<file path="src/rtl/usb_rx_pkg.sv">
// Shared constants, error codes, parser states and the CRC-8 byte update
// used by the USB receive packet parser (and later by the TX side).
package usb_rx_pkg;

    localparam logic [7:0] SOF      = 8'hA5;
    localparam logic [7:0] CRC_POLY = 8'h07;
    localparam logic [7:0] CRC_INIT = 8'h00;

    localparam logic [2:0] ERR_LEN     = 3'b001;
    localparam logic [2:0] ERR_CRC     = 3'b010;
    localparam logic [2:0] ERR_TIMEOUT = 3'b011;
    localparam logic [2:0] ERR_OVERRUN = 3'b100;

    typedef enum logic [2:0] {
        ST_IDLE    = 3'd0,
        ST_ID      = 3'd1,
        ST_LEN     = 3'd2,
        ST_PAYLOAD = 3'd3,
        ST_CRC     = 3'd4,
        ST_REPLAY  = 3'd5
    } state_e;

    // CRC-8 over one byte, MSB first, no reflection, no final XOR.
    function automatic logic [7:0] crc8_update(input logic [7:0] crc, input logic [7:0] data);
        logic [7:0] c;
        c = crc ^ data;
        for (int i = 0; i < 8; i++) begin
            if (c[7]) begin
                c = {c[6:0], 1'b0} ^ CRC_POLY;
            end else begin
                c = {c[6:0], 1'b0};
            end
        end
        return c;
    endfunction

endpackage

</file>
<file path="src/rtl/usb_crc8_step.sv">
// Combinational CRC-8 step: next CRC from the current CRC and one data byte.
module usb_crc8_step
    import usb_rx_pkg::*;
(
    input  logic [7:0] crc,
    input  logic [7:0] data,
    output logic [7:0] crc_next
);

    assign crc_next = crc8_update(crc, data);

endmodule

</file>
<file path="src/rtl/usb_rx_pck_parser.sv">
// Delineates SOF/ID/LEN/payload/CRC packets from the decoded byte stream and
// replays CRC-clean payloads. Optional counters: define USB_RX_PCK_STATS_EN.
module usb_rx_pck_parser
    import usb_rx_pkg::*;
#(
    parameter int PAYLOAD_MAX = 16,
    parameter int TIMEOUT_CYC = 4800
) (
    input  logic       clk,
    input  logic       rst,
    input  logic [7:0] d,
    input  logic       d_asserted,
    output logic [7:0] q,
    output logic [7:0] q_id,
    output logic [7:0] q_idx,
    output logic       q_valid,
    output logic       q_last,
    input  logic       q_ready,
    output logic       pck_ok,
    output logic [7:0] pck_id,
    output logic       pck_err,
    output logic [2:0] err_code,
    output logic       busy
`ifdef USB_RX_PCK_STATS_EN
    ,
    output logic [15:0] ok_cnt,
    output logic [15:0] err_cnt
`endif
);

    localparam int AW    = (PAYLOAD_MAX > 1) ? $clog2(PAYLOAD_MAX) : 1;
    localparam int DEPTH = 1 << AW;
    localparam int TW    = (TIMEOUT_CYC > 1) ? $clog2(TIMEOUT_CYC) : 1;
    localparam logic [TW-1:0] TMO_LAST = (TIMEOUT_CYC > 0) ? TW'(TIMEOUT_CYC - 1) : '0;
    localparam logic [7:0]    PMAX     = 8'(PAYLOAD_MAX);

    state_e         state_q, state_d;
    logic [7:0]     id_q, id_d, len_q, len_d, crc_q, crc_d, idx_q, idx_d;
    logic [TW-1:0]  tmo_q, tmo_d;
    logic [7:0]     pbuf_q [DEPTH];
    logic [7:0]     pbuf_d [DEPTH];
    logic [7:0]     q_q, q_d, q_id_q, q_id_d, q_idx_q, q_idx_d, pck_id_q, pck_id_d;
    logic           q_valid_q, q_valid_d, q_last_q, q_last_d;
    logic           pck_ok_q, pck_ok_d, pck_err_q, pck_err_d;
    logic [2:0]     err_code_q, err_code_d;
    logic [7:0]     crc_next_s, nidx_s;
    logic           timed_s, tmo_exp_s;

    usb_crc8_step u_crc (
        .crc      (crc_q),
        .data     (d),
        .crc_next (crc_next_s)
    );

    assign nidx_s    = idx_q + 8'd1;
    assign timed_s   = (state_q == ST_ID) || (state_q == ST_LEN) ||
                       (state_q == ST_PAYLOAD) || (state_q == ST_CRC);
    assign tmo_exp_s = (TIMEOUT_CYC > 0) && (tmo_q == TMO_LAST);

    // Next-state, datapath and output decode.
    always_comb begin
        state_d    = state_q;
        id_d       = id_q;
        len_d      = len_q;
        crc_d      = crc_q;
        idx_d      = idx_q;
        tmo_d      = tmo_q;
        pbuf_d     = pbuf_q;
        q_d        = q_q;
        q_id_d     = q_id_q;
        q_idx_d    = q_idx_q;
        q_valid_d  = q_valid_q;
        q_last_d   = q_last_q;
        pck_ok_d   = 1'b0;
        pck_id_d   = pck_id_q;
        pck_err_d  = 1'b0;
        err_code_d = err_code_q;

        case (state_q)
            ST_IDLE: begin
                if (d_asserted && (d == SOF)) begin
                    state_d = ST_ID;
                    crc_d   = CRC_INIT;
                end else begin
                    state_d = ST_IDLE;
                end
            end
            ST_ID: begin
                if (d_asserted) begin
                    id_d    = d;
                    crc_d   = crc_next_s;
                    state_d = ST_LEN;
                end else begin
                    state_d = ST_ID;
                end
            end
            ST_LEN: begin
                if (d_asserted) begin
                    len_d = d;
                    crc_d = crc_next_s;
                    idx_d = 8'd0;
                    if (d > PMAX) begin
                        state_d    = ST_IDLE;
                        pck_err_d  = 1'b1;
                        err_code_d = ERR_LEN;
                    end else if (d == 8'd0) begin
                        state_d = ST_CRC;
                    end else begin
                        state_d = ST_PAYLOAD;
                    end
                end else begin
                    state_d = ST_LEN;
                end
            end
            ST_PAYLOAD: begin
                if (d_asserted) begin
                    pbuf_d[idx_q[AW-1:0]] = d;
                    crc_d = crc_next_s;
                    if (idx_q == (len_q - 8'd1)) begin
                        state_d = ST_CRC;
                    end else begin
                        idx_d = nidx_s;
                    end
                end else begin
                    state_d = ST_PAYLOAD;
                end
            end
            ST_CRC: begin
                if (d_asserted) begin
                    if (d != crc_q) begin
                        state_d    = ST_IDLE;
                        pck_err_d  = 1'b1;
                        err_code_d = ERR_CRC;
                    end else if (len_q == 8'd0) begin
                        state_d  = ST_IDLE;
                        pck_ok_d = 1'b1;
                        pck_id_d = id_q;
                    end else begin
                        state_d   = ST_REPLAY;
                        idx_d     = 8'd0;
                        q_valid_d = 1'b1;
                        q_d       = pbuf_q[0];
                        q_id_d    = id_q;
                        q_idx_d   = 8'd0;
                        q_last_d  = (len_q == 8'd1);
                    end
                end else begin
                    state_d = ST_CRC;
                end
            end
            ST_REPLAY: begin
                // A byte arriving now has nowhere to go; report and drop it.
                if (d_asserted) begin
                    pck_err_d  = 1'b1;
                    err_code_d = ERR_OVERRUN;
                end else begin
                    pck_err_d = 1'b0;
                end
                if (q_valid_q && q_ready) begin
                    if (q_last_q) begin
                        state_d   = ST_IDLE;
                        q_valid_d = 1'b0;
                        q_last_d  = 1'b0;
                        pck_ok_d  = 1'b1;
                        pck_id_d  = id_q;
                    end else begin
                        idx_d    = nidx_s;
                        q_d      = pbuf_q[nidx_s[AW-1:0]];
                        q_idx_d  = nidx_s;
                        q_last_d = (nidx_s == (len_q - 8'd1));
                    end
                end else begin
                    state_d = ST_REPLAY;
                end
            end
            default: begin
                state_d = ST_IDLE;
            end
        endcase

        // Inter-byte timeout; an arriving byte always beats expiry.
        if (!timed_s) begin
            if (state_d != state_q) begin
                tmo_d = '0;
            end else begin
                tmo_d = tmo_q;
            end
        end else if (d_asserted) begin
            tmo_d = '0;
        end else if (tmo_exp_s) begin
            tmo_d      = '0;
            state_d    = ST_IDLE;
            pck_err_d  = 1'b1;
            err_code_d = ERR_TIMEOUT;
        end else begin
            tmo_d = tmo_q + TW'(1);
        end
    end

    // Control and output registers.
    always_ff @(posedge clk) begin
        if (rst) begin
            state_q    <= ST_IDLE;
            id_q       <= 8'd0;
            len_q      <= 8'd0;
            crc_q      <= CRC_INIT;
            idx_q      <= 8'd0;
            tmo_q      <= '0;
            q_q        <= 8'd0;
            q_id_q     <= 8'd0;
            q_idx_q    <= 8'd0;
            q_valid_q  <= 1'b0;
            q_last_q   <= 1'b0;
            pck_ok_q   <= 1'b0;
            pck_id_q   <= 8'd0;
            pck_err_q  <= 1'b0;
            err_code_q <= 3'd0;
        end else begin
            state_q    <= state_d;
            id_q       <= id_d;
            len_q      <= len_d;
            crc_q      <= crc_d;
            idx_q      <= idx_d;
            tmo_q      <= tmo_d;
            q_q        <= q_d;
            q_id_q     <= q_id_d;
            q_idx_q    <= q_idx_d;
            q_valid_q  <= q_valid_d;
            q_last_q   <= q_last_d;
            pck_ok_q   <= pck_ok_d;
            pck_id_q   <= pck_id_d;
            pck_err_q  <= pck_err_d;
            err_code_q <= err_code_d;
        end
    end

    // Payload buffer; contents are only meaningful once a packet is written.
    always_ff @(posedge clk) begin
        pbuf_q <= pbuf_d;
    end

    assign q        = q_q;
    assign q_id     = q_id_q;
    assign q_idx    = q_idx_q;
    assign q_valid  = q_valid_q;
    assign q_last   = q_last_q;
    assign pck_ok   = pck_ok_q;
    assign pck_id   = pck_id_q;
    assign pck_err  = pck_err_q;
    assign err_code = err_code_q;
    assign busy     = (state_q != ST_IDLE);

`ifdef USB_RX_PCK_STATS_EN
    logic [15:0] ok_cnt_q, ok_cnt_d, err_cnt_q, err_cnt_d;

    // Saturating event counters.
    always_comb begin
        ok_cnt_d  = ok_cnt_q;
        err_cnt_d = err_cnt_q;
        if (pck_ok_q && (ok_cnt_q != 16'hFFFF)) begin
            ok_cnt_d = ok_cnt_q + 16'd1;
        end else begin
            ok_cnt_d = ok_cnt_q;
        end
        if (pck_err_q && (err_cnt_q != 16'hFFFF)) begin
            err_cnt_d = err_cnt_q + 16'd1;
        end else begin
            err_cnt_d = err_cnt_q;
        end
    end

    // Counter registers.
    always_ff @(posedge clk) begin
        if (rst) begin
            ok_cnt_q  <= 16'd0;
            err_cnt_q <= 16'd0;
        end else begin
            ok_cnt_q  <= ok_cnt_d;
            err_cnt_q <= err_cnt_d;
        end
    end

    assign ok_cnt  = ok_cnt_q;
    assign err_cnt = err_cnt_q;
`endif

endmodule
</file>
<file path="config.mk">
export PLATFORM = sky130hd
export DESIGN_NAME = usb_rx_pck_parser
export DESIGN_NICKNAME = d
export VERILOG_FILES = /design/src/rtl/usb_rx_pkg.sv /design/src/rtl/usb_crc8_step.sv /design/src/rtl/usb_rx_pck_parser.sv
export SDC_FILE = /design/constraint.sdc
export NUM_CORES = 1
export LEC_CHECK = 0
export CAP_MARGIN = 40
export CORE_MARGIN = 8
export CORE_UTILIZATION = 45
export DETAILED_ROUTE_END_ITERATION = 8
export PLACE_DENSITY = 0.71
export SYNTH_ARGS = -nofsm -noshare
export SYNTH_HDL_FRONTEND = slang
export SYNTH_HIERARCHICAL = 1
export SYNTH_SLANG_ARGS = --single-unit
</file>
<file path="constraint.sdc">
create_clock -name clk -period 2.7 [get_ports clk]
set_input_delay 0.405 -clock clk [delete_from_list [all_inputs] [get_ports clk]]
set_output_delay 0.405 -clock clk [all_outputs]
set_load 0.1 [all_outputs]
</file>
==> metrics.cfg <==
[placed_design]
place_area_mm2=0.0107
portBuffers=51
place.gp.congestion=0.885
place_hpwl_mm=16.0
place_ws_ns=-0.167

[worst_setup_path]
crit_fanout=16
cp-end-kind=flip-flop
r2r-end=q[3]$_SDFFE_PP0P_
r2r_slack_ns=0.19
required_ns=3.06
r2r_start=idx_q[1]$_SDFFE_PP0P_
criticalPathCategory=flip-flop to flip-flop
arrival_ns=2.87
critPathLaunchType=flip-flop
worst_r2r_path_depth=8

[yosys]
yosysUniqueCellTypes=67
async_flop_share=0
synth_top_family_by_area=simple AND/OR/NAND/NOR gates
yosys_warnings=6
netlist_area_mm2=0.00960
syn_nets=796
yosysSeqAreaShare=0.582
synthMuxAreaShare=0.104
synth_compound_area_frac=0.0905
synth-adder-area-share=0.0104
synth_xor_area_frac=0.0492
ys_seq_elements=215
synth-simple-area-share=0.137
synth-edff-count=128
synth_cells=776
synthFlopType=edfxtp_1
syn_avg_cell_area_um2=12.4

[die]
die_w_um=162
pin_count=52
die_area_mm2=0.0263
fp.coreArea_mm2=0.0210
rows=53
fp.dieH_um=162
start_util=0.458

[timing]
drv_slew=0
finalHoldViolCount=0
worstMarginPinSlew_ns=0.854
skew_ns=0.0117
period_minus_slack_ns=2.51
finalSetupViolCount=0
max_freq_ghz=0.398
max-slew-margin-rel=0.428
layout_setup_ws_ns=0.190
min_period_over_period=0.930
rsz0062_at_grt=no

[pwr]
leakage_nw=3.92
power_density_mw_per_mm2=570
ir_drop_uv=352
power_mw=6.52

[grt]
gr-total-overflow=0
grt_pass1_vias=6590
antenna_found_initial=0
grt_pass1_wl_mm=36.4
grt.total_usage=0.175
grt_max_degree=47

[cells_and_area]
diodes=0
final_cell_mix=edfxtp_1 (128), buf_4 (118), nand2_1 (96)
area_growth_pct=19.3
drive_above_1_share=0.243
mostFrequentLayoutCell=edfxtp_1
fin_area_mm2=0.0114
fin_nets=907

[hold_path]
hp-class=flip-flop to flip-flop
hold_depth=2
min_from=q_id[5]$_SDFFE_PP0P_
whs_endpoint=q_id[5]$_SDFFE_PP0P_

[clock_tree]
cts_sinks=215
cts_tree=yes
path_clk_slew_ns=0.06
clockBufferDepth=3
holdBufCountCts=0
cts_buffers=21
cts_max_level=1
cts_root_buf=clkbuf_16
insertion_delay_ns=0.50

[run_status]
status=finished clean

[routing]
vias=6620
wl_per_cell_um=19.7
drtIter0Drc=592
wirelength_mm=23.2
ant_nets=0
drt_first_pass_iters=5
avgViaCountPerCell=5.63
drc=0

[flow_run]
maxCapViolCount=0

==> Yosys cell counts, types with 4 or more instances <==
cell,n,area (um^2)
buf_2,9,45.0
nand3_1,14,70.1
a21oi_1,74,370
nor2_1,45,169
dfxtp_1,87,1740
nor2b_1,6,37.5
or3_2,4,30.0
nand2_1,96,360
a311oi_1,10,87.6
edfxtp_1,128,3840
nor4_1,7,43.8
clkbuf_1,26,97.6
ha_1,8,100
nand2b_1,16,100
and2_1,6,37.5
and3_1,9,56.3
or3_1,7,43.8
inv_1,9,33.8
o21ai_0,7,35.0
xor2_1,14,123
xnor2_1,38,333
buf_6,4,45.0
o22ai_1,10,62.6
a31oi_1,6,37.5
or2_2,8,50.1
mux2i_1,10,100
buf_4,4,30.0
mux4_2,40,901
nor3_1,13,65.1
a211oi_1,5,37.5
==> registers in the layout (all words and copies together) (netlist names), 3 cells and up <==
| signal | cells |
|---|---|
| id_q | 8 |
| q_id | 8 |
| err_code | 3 |
| crc_q | 8 |
| tmo_q | 13 |
| len_q | 8 |
| q | 8 |
| state_q | 3 |
| q_idx | 8 |
| idx_q | 8 |
| pbuf_q | 128 |
| pck_id | 8 |
==> routing by layer <==
metal | wire length (um) | vias to the layer above | GRT usage
met5 | 0 | - | 0
met1 | 9970 | 3268 | 0.227
met4 | 596 | 0 | 0.0623
met2 | 11200 | 202 | 0.293
met3 | 1370 | 40 | 0.0289
li1 | - | 3110 | -
==> logic make-up (layout without fill, tap and decap cells) <==
group | count (synthesis) | in the layout
multiplexers | 50 | 50
flip-flops | 215 | 215
AND/OR/NAND/NOR | 257 | 257
XOR/XNOR | 53 | 53
adder cells (fa/ha/maj) | 8 | 8
buffers and inverters | 53 | 178
AO/OA/AOI/OAI | 140 | 140
==> critical path: stages (launching register included) <==
cell and delay, ns:
dfxtp_1 0.40, inv_1 0.09, ha_1 0.45, buf_12 0.20, mux4_2 0.35, mux4_2 0.47
o22ai_1 0.19, or2_2 0.15, a21oi_1 0.06
==> worst max-delay path by stage <==
stage | start | to | depth (start not counted)
after detailed placement | d[1] | idx_q[7]$_SDFFE_PP0P_ | 9
after floorplan | q_last$_SDFFE_PP0P_ | tmo_q[9]$_SDFFE_PP0P_ | 7
final | idx_q[1]$_SDFFE_PP0P_ | q[3]$_SDFFE_PP0P_ | 8
after global routing | state_q[1]$_SDFF_PP0_ | tmo_q[9]$_SDFFE_PP0P_ | 8
after global placement | d[4] | idx_q[7]$_SDFFE_PP0P_ | 9
after CTS | idx_q[0]$_SDFFE_PP0P_ | idx_q[2]$_SDFFE_PP0P_ | 9
==> per-stage QoR <==
| stage | hold WS, ns | std cells | setup TNS (ns) | util |
|---|---|---|---|---|
| global placement | 0.440 | 1134 | -0.497 | 0.512 |
| global route | 0.482 | 1176 | 0 | 0.546 |
| CTS | 0.454 | 1172 | 0 | 0.544 |
| detailed placement | 0.448 | 1135 | -1.76 | 0.512 |
| finish | 0.451 | 1176 | 0 | 0.546 |
| floorplan | 0.442 | 776 | 0 | - |
==> repair_timing <==
| action | in CTS | in global routing |
|---|---|---|
| endpoints found under the hold margin | 0 | 0 |
| buffers inserted | 0 | 4 |
| gates resized for setup | 0 | 1 |
| endpoints found under the setup margin | 0 | 4 |
==> power by group <==
| group | total, mW | leakage [nW] | internal, mW | switching (mW) |
|---|---|---|---|---|
| clock | 2.88 | 0.335 | 1.68 | 1.20 |
| sequential | 3.47 | 1.85 | 3.47 | 0.000123 |
| combinational | 0.175 | 1.73 | 0.0621 | 0.112 |
| total | 6.52 | 3.92 | 5.21 | 1.31 |
==> area by class of cell <==
class | count | area (um^2)
repair buffers | 132 | 1040
fillers | 1729 | 9510
flip-flops and latches | 215 | 5590
multi-input cells | 508 | 3760
well taps | 275 | 344
inverters | 9 | 33.8
clock buffers | 29 | 608
clock inverters | 8 | 70.1
Note: power is estimated with default switching activity, not from simulation.
